`src/rtl/next_pc_unit.sv`:
```
// Fetch PC register with a direct-mapped BTB (2-bit counters) and branch
// resolution from execute; a mispredict redirects fetch the following cycle.
module next_pc_unit #(
  parameter int              XLEN      = 32,
  parameter int              BTB_DEPTH = 16,
  parameter logic [XLEN-1:0] RESET_PC  = '0
) (
  input  logic            clk,
  input  logic            rst_n,
  input  logic            stall,
  output logic [XLEN-1:0] pc,
  output logic [XLEN-1:0] pred_pc,
  input  logic            ex_valid,
  input  logic [2:0]      ex_branch,
  input  logic            ex_zero,
  input  logic            ex_result0,
  input  logic [XLEN-1:0] ex_imm,
  input  logic [XLEN-1:0] ex_busa,
  input  logic [XLEN-1:0] ex_pc,
  input  logic [XLEN-1:0] ex_pred_pc,
  output logic            flush
);
  localparam int IDXW = $clog2(BTB_DEPTH);
  localparam int TAGW = XLEN - IDXW - 2;

  localparam logic [2:0] BR_JAL  = 3'b001;
  localparam logic [2:0] BR_JALR = 3'b010;
  localparam logic [2:0] BR_BEQ  = 3'b100;
  localparam logic [2:0] BR_BNE  = 3'b101;
  localparam logic [2:0] BR_BLT  = 3'b110;
  localparam logic [2:0] BR_BGE  = 3'b111;

  logic            btb_valid  [BTB_DEPTH];
  logic [TAGW-1:0] btb_tag    [BTB_DEPTH];
  logic [XLEN-1:0] btb_target [BTB_DEPTH];
  logic [1:0]      btb_cnt    [BTB_DEPTH];

  // Fetch-side lookup always sees the pre-update contents of the table.
  logic [IDXW-1:0] f_idx;
  logic [TAGW-1:0] f_tag;
  logic            f_hit;

  assign f_idx   = pc[IDXW+1:2];
  assign f_tag   = pc[XLEN-1:IDXW+2];
  assign f_hit   = btb_valid[f_idx] && (btb_tag[f_idx] == f_tag);
  assign pred_pc = (f_hit && btb_cnt[f_idx][1]) ? btb_target[f_idx] : pc + XLEN'(4);

  // ex_valid qualifies every resolution input; with it low nothing from
  // execute can redirect fetch or touch the table.
  logic            is_br;
  logic            taken;
  logic [XLEN-1:0] br_target;
  logic [XLEN-1:0] jalr_sum;
  logic [XLEN-1:0] actual_next;
  logic [IDXW-1:0] e_idx;
  logic [TAGW-1:0] e_tag;
  logic            e_hit;

  always_comb begin
    is_br = 1'b1;
    taken = 1'b0;
    unique case (ex_branch)
      BR_JAL, BR_JALR: taken = 1'b1;
      BR_BEQ:          taken = ex_zero;
      BR_BNE:          taken = !ex_zero;
      BR_BLT:          taken = ex_result0;
      BR_BGE:          taken = !ex_result0;
      default:         is_br = 1'b0;
    endcase
  end

  assign jalr_sum    = ex_busa + ex_imm;
  assign br_target   = (ex_branch == BR_JALR) ? {jalr_sum[XLEN-1:1], 1'b0} : ex_pc + ex_imm;
  assign actual_next = taken ? br_target : ex_pc + XLEN'(4);
  assign flush       = ex_valid && (actual_next != ex_pred_pc);

  assign e_idx = ex_pc[IDXW+1:2];
  assign e_tag = ex_pc[XLEN-1:IDXW+2];
  assign e_hit = btb_valid[e_idx] && (btb_tag[e_idx] == e_tag);

  always_ff @(posedge clk) begin
    if (!rst_n) begin
      pc <= RESET_PC;
      for (int i = 0; i < BTB_DEPTH; i++) begin
        btb_valid[i] <= 1'b0;
        btb_cnt[i]   <= 2'b01;
      end
    end else begin
      if (flush)       pc <= actual_next;
      else if (!stall) pc <= pred_pc;

      // Training is independent of stall: execute retires regardless of fetch.
      if (ex_valid && is_br) begin
        if (taken) begin
          btb_target[e_idx] <= br_target;
          if (e_hit) begin
            if (btb_cnt[e_idx] != 2'b11) btb_cnt[e_idx] <= btb_cnt[e_idx] + 2'b01;
          end else begin
            btb_valid[e_idx] <= 1'b1;
            btb_tag[e_idx]   <= e_tag;
            btb_cnt[e_idx]   <= 2'b10;
          end
        end else if (e_hit && btb_cnt[e_idx] != 2'b00) begin
          btb_cnt[e_idx] <= btb_cnt[e_idx] - 2'b01;
        end
      end
    end
  end
endmodule
```
`config.mk`:
```
export PLATFORM = sky130hd
export DESIGN_NAME = next_pc_unit
export DESIGN_NICKNAME = d
export VERILOG_FILES = /design/src/rtl/next_pc_unit.sv
export SDC_FILE = /design/constraint.sdc
export NUM_CORES = 1
export LEC_CHECK = 0
export CAP_MARGIN = 25
export CORE_MARGIN = 2
export CORE_UTILIZATION = 55
export DETAILED_ROUTE_END_ITERATION = 6
export GPL_TIMING_DRIVEN = 0
export PLACE_DENSITY = 0.73
export SYNTH_ARGS = -nofsm -noshare
export SYNTH_HDL_FRONTEND = slang
export SYNTH_SLANG_ARGS = --single-unit
```
`constraint.sdc`:
```
create_clock -name clk -period 7.5 [get_ports clk]
set_input_delay 1.5 -clock clk [delete_from_list [all_inputs] [get_ports clk]]
set_output_delay 1.5 -clock clk [all_outputs]
set_load 0.03 [all_outputs]
```
# Yosys cells after proc, flatten, opt, wreduce, memory -nomap -nowiden
# Memory sizes are Yosys's and may differ from the RTL's. A register that Yosys moved wholly into a read port is not among the register bits.
# Index checks and enable logic that the tools add are counted.
classes:
  n_shift: 0
  bitwise_logic: 2
  reduce_logical: 13
  n_mux: 44
  multipliers: 0
  eq_ne: 11
  div_mod_pow: 0
  order_cmp: 0
  add_sub_neg: 6
op_table:
  columns: ["operator", "n"]
  rows:
  - ["two-way mux 32 bit", 5]
  - ["adder 32 x 3 -> 32 bit (second input constant)", 2]
  - ["adder 32 bit", 2]
  - ["== test 26 bit", 2]
  - ["two-way mux 4 bit", 10]
  - ["!= test 32 bit", 1]
  - ["two-way mux 1 bit", 25]
  - ["== test 3 bit (second input constant)", 4]
  - ["logical AND 1 bit", 6]
  - ["two-way mux 2 bit", 3]
  - ["OR reduction 6 bit", 1]
  - ["one-hot mux 1 bit (5 select lines)", 1]
  - ["OR reduction 2 bit", 2]
  - ["== test 3 x 1 -> 1 bit (second input constant)", 1]
  - ["== test 3 x 2 -> 1 bit (second input constant)", 1]
  - ["adder 2 x 1 -> 2 bit (second input constant)", 1]
  - ["zero test 1 bit", 2]
  - ["!= test 2 x 1 -> 1 bit (second input constant)", 1]
  - ["!= test 2 bit (second input constant)", 1]
  - ["bitwise OR 1 bit", 2]
  - ["nonzero test 2 bit", 1]
  - ["subtractor 2 x 1 -> 2 bit (second input constant)", 1]
  - ["OR reduction 1 bit", 1]
word_totals:
  memories: 4
  latch_bits: 0
  mem_bits_ro: 0
  input_bits: 137
  register_bits: 32
  mem_bits_rw: 976
mem_list:
  columns: ["name", "words", "width", "rd", "rd_ports_with_merged_regs", "write_ports", "line_no", "text"]
  rows:
  - ["btb_target", 16, 32, 1, 1, 1, "35", "logic [XLEN-1:0] btb_target [BTB_DEPTH];"]
  - ["btb_tag", 16, 26, 2, 1, 1, "34", "logic [TAGW-1:0] btb_tag [BTB_DEPTH];"]
  - ["btb_cnt", 16, 2, 2, 1, 16, "36", "logic [1:0] btb_cnt [BTB_DEPTH];"]
  - ["btb_valid", 16, 1, 2, 1, 16, "33", "logic btb_valid [BTB_DEPTH];"]

# Depth between registers and ports, before layout
# An unclocked memory read counts as a cell.
logic_depth:
  depth_word: 12
  depth_mapped: 19

# Least setup slack after synthesis
# OpenSTA, ideal clock, no wires.
synth_timing:
  path_kind: "input port to output port"
  startpoint: "in ex_pc[2]"
  endpoint: "out flush"
  t_arrival_ns: 5.439
  required_time_ns: 6.000
  path_stages: 18
  path_slack_ns: 0.561
  path_buffers: 6
  cell_sequence: "clkbuf_1 -> buf_2 -> buf_2 -> buf_2 -> inv_1 -> ha_1 -> xnor2_1 -> a31oi_1 -> a211o_1 -> a2111oi_0 -> nand4_1 -> nor4_2 -> o2111ai_1 -> or4b_1 -> buf_2 -> nand2_8 -> inv_4 -> buf_2"
synth_via:
  elab_chain_cells: 5
synth_rtl:
  columns: ["element", "line_no", "text"]
  rows:
  - ["start: declaration", "19", "input logic [XLEN-1:0] ex_pc,"]
  - ["adder 32 bit", "73", "assign br_target = (ex_branch == BR_JALR) ? {jalr_sum[XLEN-1:1], 1'b0} : ex_pc + ex_imm;"]
  - ["two-way mux 32 bit", "73", null]
  - ["two-way mux 32 bit (*)", "74", "assign actual_next = taken ? br_target : ex_pc + XLEN'(4);"]
  - ["!= test 32 bit (*)", "75", "assign flush = ex_valid && (actual_next != ex_pred_pc);"]
  - ["logical AND 1 bit (*)", "75", null]
  - ["end: declaration", "21", "output logic flush"]
# Mark *: on every way between the ends. The rest lies on a longest branch, timed or not.

==> flow_metrics.py <==
metrics = {
    "run_status": {
        "status": "finished with violations",
        "violations": "negative setup slack",
    },
    "worst_setup_path": {
        "required_ns": 6.00,
        "cp-start-kind": "flop",
        "worstSetupPathType": "flop to primary output",
        "r2r_setup_slack_ns": 2.00,
        "crit_buf_inv": 7,
        "worstPathArrival_ns": 6.20,
        "r2r_cells": 12,
        "reg2reg_to": "pc[24]",
        "slowest_stage": "clkdlybuf4s50_1",
        "cp_top_family": "buffers and inverters",
        "path_max_fanout": 10,
        "max_stage_delay_ns": 0.64,
        "cp-end-kind": "primary output",
        "crit_chain": "clkbuf_1, buf_8, clkdlybuf4s15_2, clkbuf_2, clkbuf_1, clkbuf_2, mux4_2, mux4_2, nor2_1, a21oi_4, clkdlybuf4s50_1",
        "cp.depth": 11,
    },
    "power_and_ir_drop": {
        "p_per_area_nw_per_um2": 243,
        "p_leak_nw": 19.4,
        "ir_worst_vdd_uv": 238,
        "power_mw": 14.6,
    },
    "global_routing": {
        "antenna_found_initial": 4,
        "grt_start_max_net_pins": 29,
        "grt_pass1_vias": 34400,
        "grt_pass1_wl_microns": 257000,
        "grtUsageTotal": 0.392,
        "grt_overflow": 0,
    },
    "hold_path": {
        "hold-path-cell-count": 1,
        "hp-class": "flop to flop",
        "min-delay-start": "btb_valid[11]",
        "holdPathEnd": "btb_valid[11]",
    },
    "clocking": {
        "cts_root_buffer": "clkbuf_16",
        "cts.sinks": 1012,
        "cts_made_buffers": 101,
        "cts_tree": "yes",
        "clk_pin_slew_ns": 0.06,
        "cts_buffer_depth": 3,
        "clk_latency_ns": 0.72,
        "h-tree-depth": 3,
    },
    "timing": {
        "period_share": 1.03,
        "rsz0062_at_grt": "true",
        "relSlewSlack": 0.192,
        "drv_slew": 0,
        "final.setup.worst_slack_ns": -0.201,
        "setup_viol": 26,
        "finalCriticalPeriod_ns": 7.70,
        "fmax_mhz": 130,
        "finalHoldViolCount": 0,
        "worstMarginPinSlew_ns": 1.21,
        "final.setup_skew_ns": 0.0594,
        "holdWs_ns": 0.485,
        "fin_setup_tns_ns": -2.44,
    },
    "yosys": {
        "synthFlopType": "edfxtp_1",
        "yosys.area.top_type": "edfxtp_1",
        "synthesis.area_sq_um": 50500,
        "synthArstFlopShare": 0,
        "yosys_warnings": 0,
        "synth_nets": 3440,
        "syn_area_per_cell_sq_um": 15.6,
        "seq_area_frac_synth": 0.591,
        "synth_edf_count": 960,
        "synthTopCellsByArea": "edfxtp_1, mux4_2, dfxtp_1",
        "ys_ff_latch": 1012,
        "synth_cell_types": 97,
        "synth.top_cell.area_share": 0.570,
        "synthCells": 3233,
    },
    "drt": {
        "wirelength_microns": 185000,
        "drcViolationCount": 0,
        "num_vias": 35900,
        "avgRoutedWirePerCell_microns": 37.8,
        "avgViaCountPerCell": 7.35,
        "firstDrtPassIters": 7,
        "postRouteAntennaNets": 0,
        "dr.first_iter.drc_count": 5734,
    },
    "die": {
        "die_x_microns": 307,
        "io_pins": 202,
        "die_h_microns": 307,
        "die_area_sq_um": 94300,
        "row_count": 111,
        "fp.coreArea_sq_um": 91400,
        "start_util": 0.553,
    },
    "final_layout": {
        "fin_cells": 4889,
        "drive_above_1_share": 0.268,
        "final_area_sq_um": 60000,
        "fin_util": 0.656,
        "fin_nets": 3812,
        "layout_commonest_cell": "edfxtp_1",
        "mostFrequentLayoutCells": "edfxtp_1, mux4_2, nand2_1",
        "area_growth_pct": 18.7,
    },
    "place": {
        "post-place-ws_ns": -2.64,
        "placed_area_sq_um": 55600,
        "globalplace.congestion": 1.02,
        "place.detailed.hpwl_microns": 128000,
        "port_buffers": 200,
        "dp.cells": 4689,
    },
    "job": {
        "maxCapViolations": 0,
    },
}
[synth_stat cells, types with 18 or more instances]
library cell and instances:
edfxtp_1 960, mux4_2 426, nor2_1 183, nand2_1 169
a21oi_1 161, clkbuf_1 129, xnor2_1 113, o21ai_0 101
nand3_1 73, ha_1 68, dfxtp_1 52, mux2i_1 51
nand4_1 50, nor3_1 50, inv_1 47, xor2_1 43
buf_2 39, and3_1 37, buf_1 36, a31oi_1 32
a21o_1 30, o221ai_1 29, o21a_1 27, nand2b_1 24
o211ai_1 18
[worst reg2reg max path, delay by kind of cell, from the launching register on]
kind | cells | cell delay, ns
buffers and inverters | 6 | 2.98
AOI/OAI and AO/OA | 3 | 0.52
DFF | 1 | 0.53
muxes | 2 | 1.04
and+or+nand+nor | 1 | 0.35
[power breakdown]
group	total, mW	switching, mW	internal [mW]
clock	5.36	2.24	3.12
combinational	2.75	1.72	1.03
sequential	6.49	0.0856	6.40
[layer usage]
layer | share of wire | GRT usage | vias to the layer above
li1 | - | - | 14000
met1 | 0.35 | 0.527 | 18200
met2 | 0.45 | 0.592 | 3170
met3 | 0.15 | 0.130 | 606
met4 | 0.053 | 0.164 | 6
met5 | 0.0011 | 0 | -
[cell type report]
type / instances / area (sq um)
diodes: 12 / 30.0
fillers: 6317 / 31400
clock inverters: 62 / 776
multi-input cells: 1961 / 20500
clock buffers: 127 / 2710
well taps: 1186 / 1480
flip-flops and latches: 1012 / 29900
repair buffers: 295 / 3480
inverters: 49 / 189
plain buffers: 185 / 920
[how the worst max path moves through the flow]
| stage | from | endpoint | slack [ns] |
|---|---|---|---|
| floorplan | ex_pc[2] | flush | 0.56 |
| global placement | ex_pc[3] | btb_tag[10][22] | -2.69 |
| detailed placement | ex_pc[2] | flush | -2.64 |
| CTS | ex_imm[4] | flush | -0.27 |
| global route | ex_imm[2] | flush | -0.13 |
| finish | flop | pred_pc[29] | -0.20 |
[what timing repair did]
item	in CTS	in global routing
cloned	0	0
gates resized for setup	240	126
hold endpoints to repair	0	0
hold buffers	0	0
endpoints found under the setup margin	272	30
pin swaps	10	18
buffers inserted	9	9
[sequential cells by signal, summed over array words and instances (netlist names), named ones only]
signal,flops
btb_tag,416
pc,32
btb_cnt,32
btb_valid,16
btb_target,512
[cells by family (layout without fill, tap and decap cells)]
kind of cell | after synthesis | after routing | synth area share
AOI/OAI and AO/OA | 548 | 548 | 0.0713
xor gates and xnor gates | 157 | 157 | 0.0274
adders and majority gates | 70 | 70 | 0.0176
buffers and inverters | 260 | 718 | 0.0210
DFF | 1012 | 1012 | 0.591
muxes | 491 | 491 | 0.203
other | 0 | 12 | 0
and+or+nand+nor | 695 | 695 | 0.0686
Power figures use the tool's default switching activity.
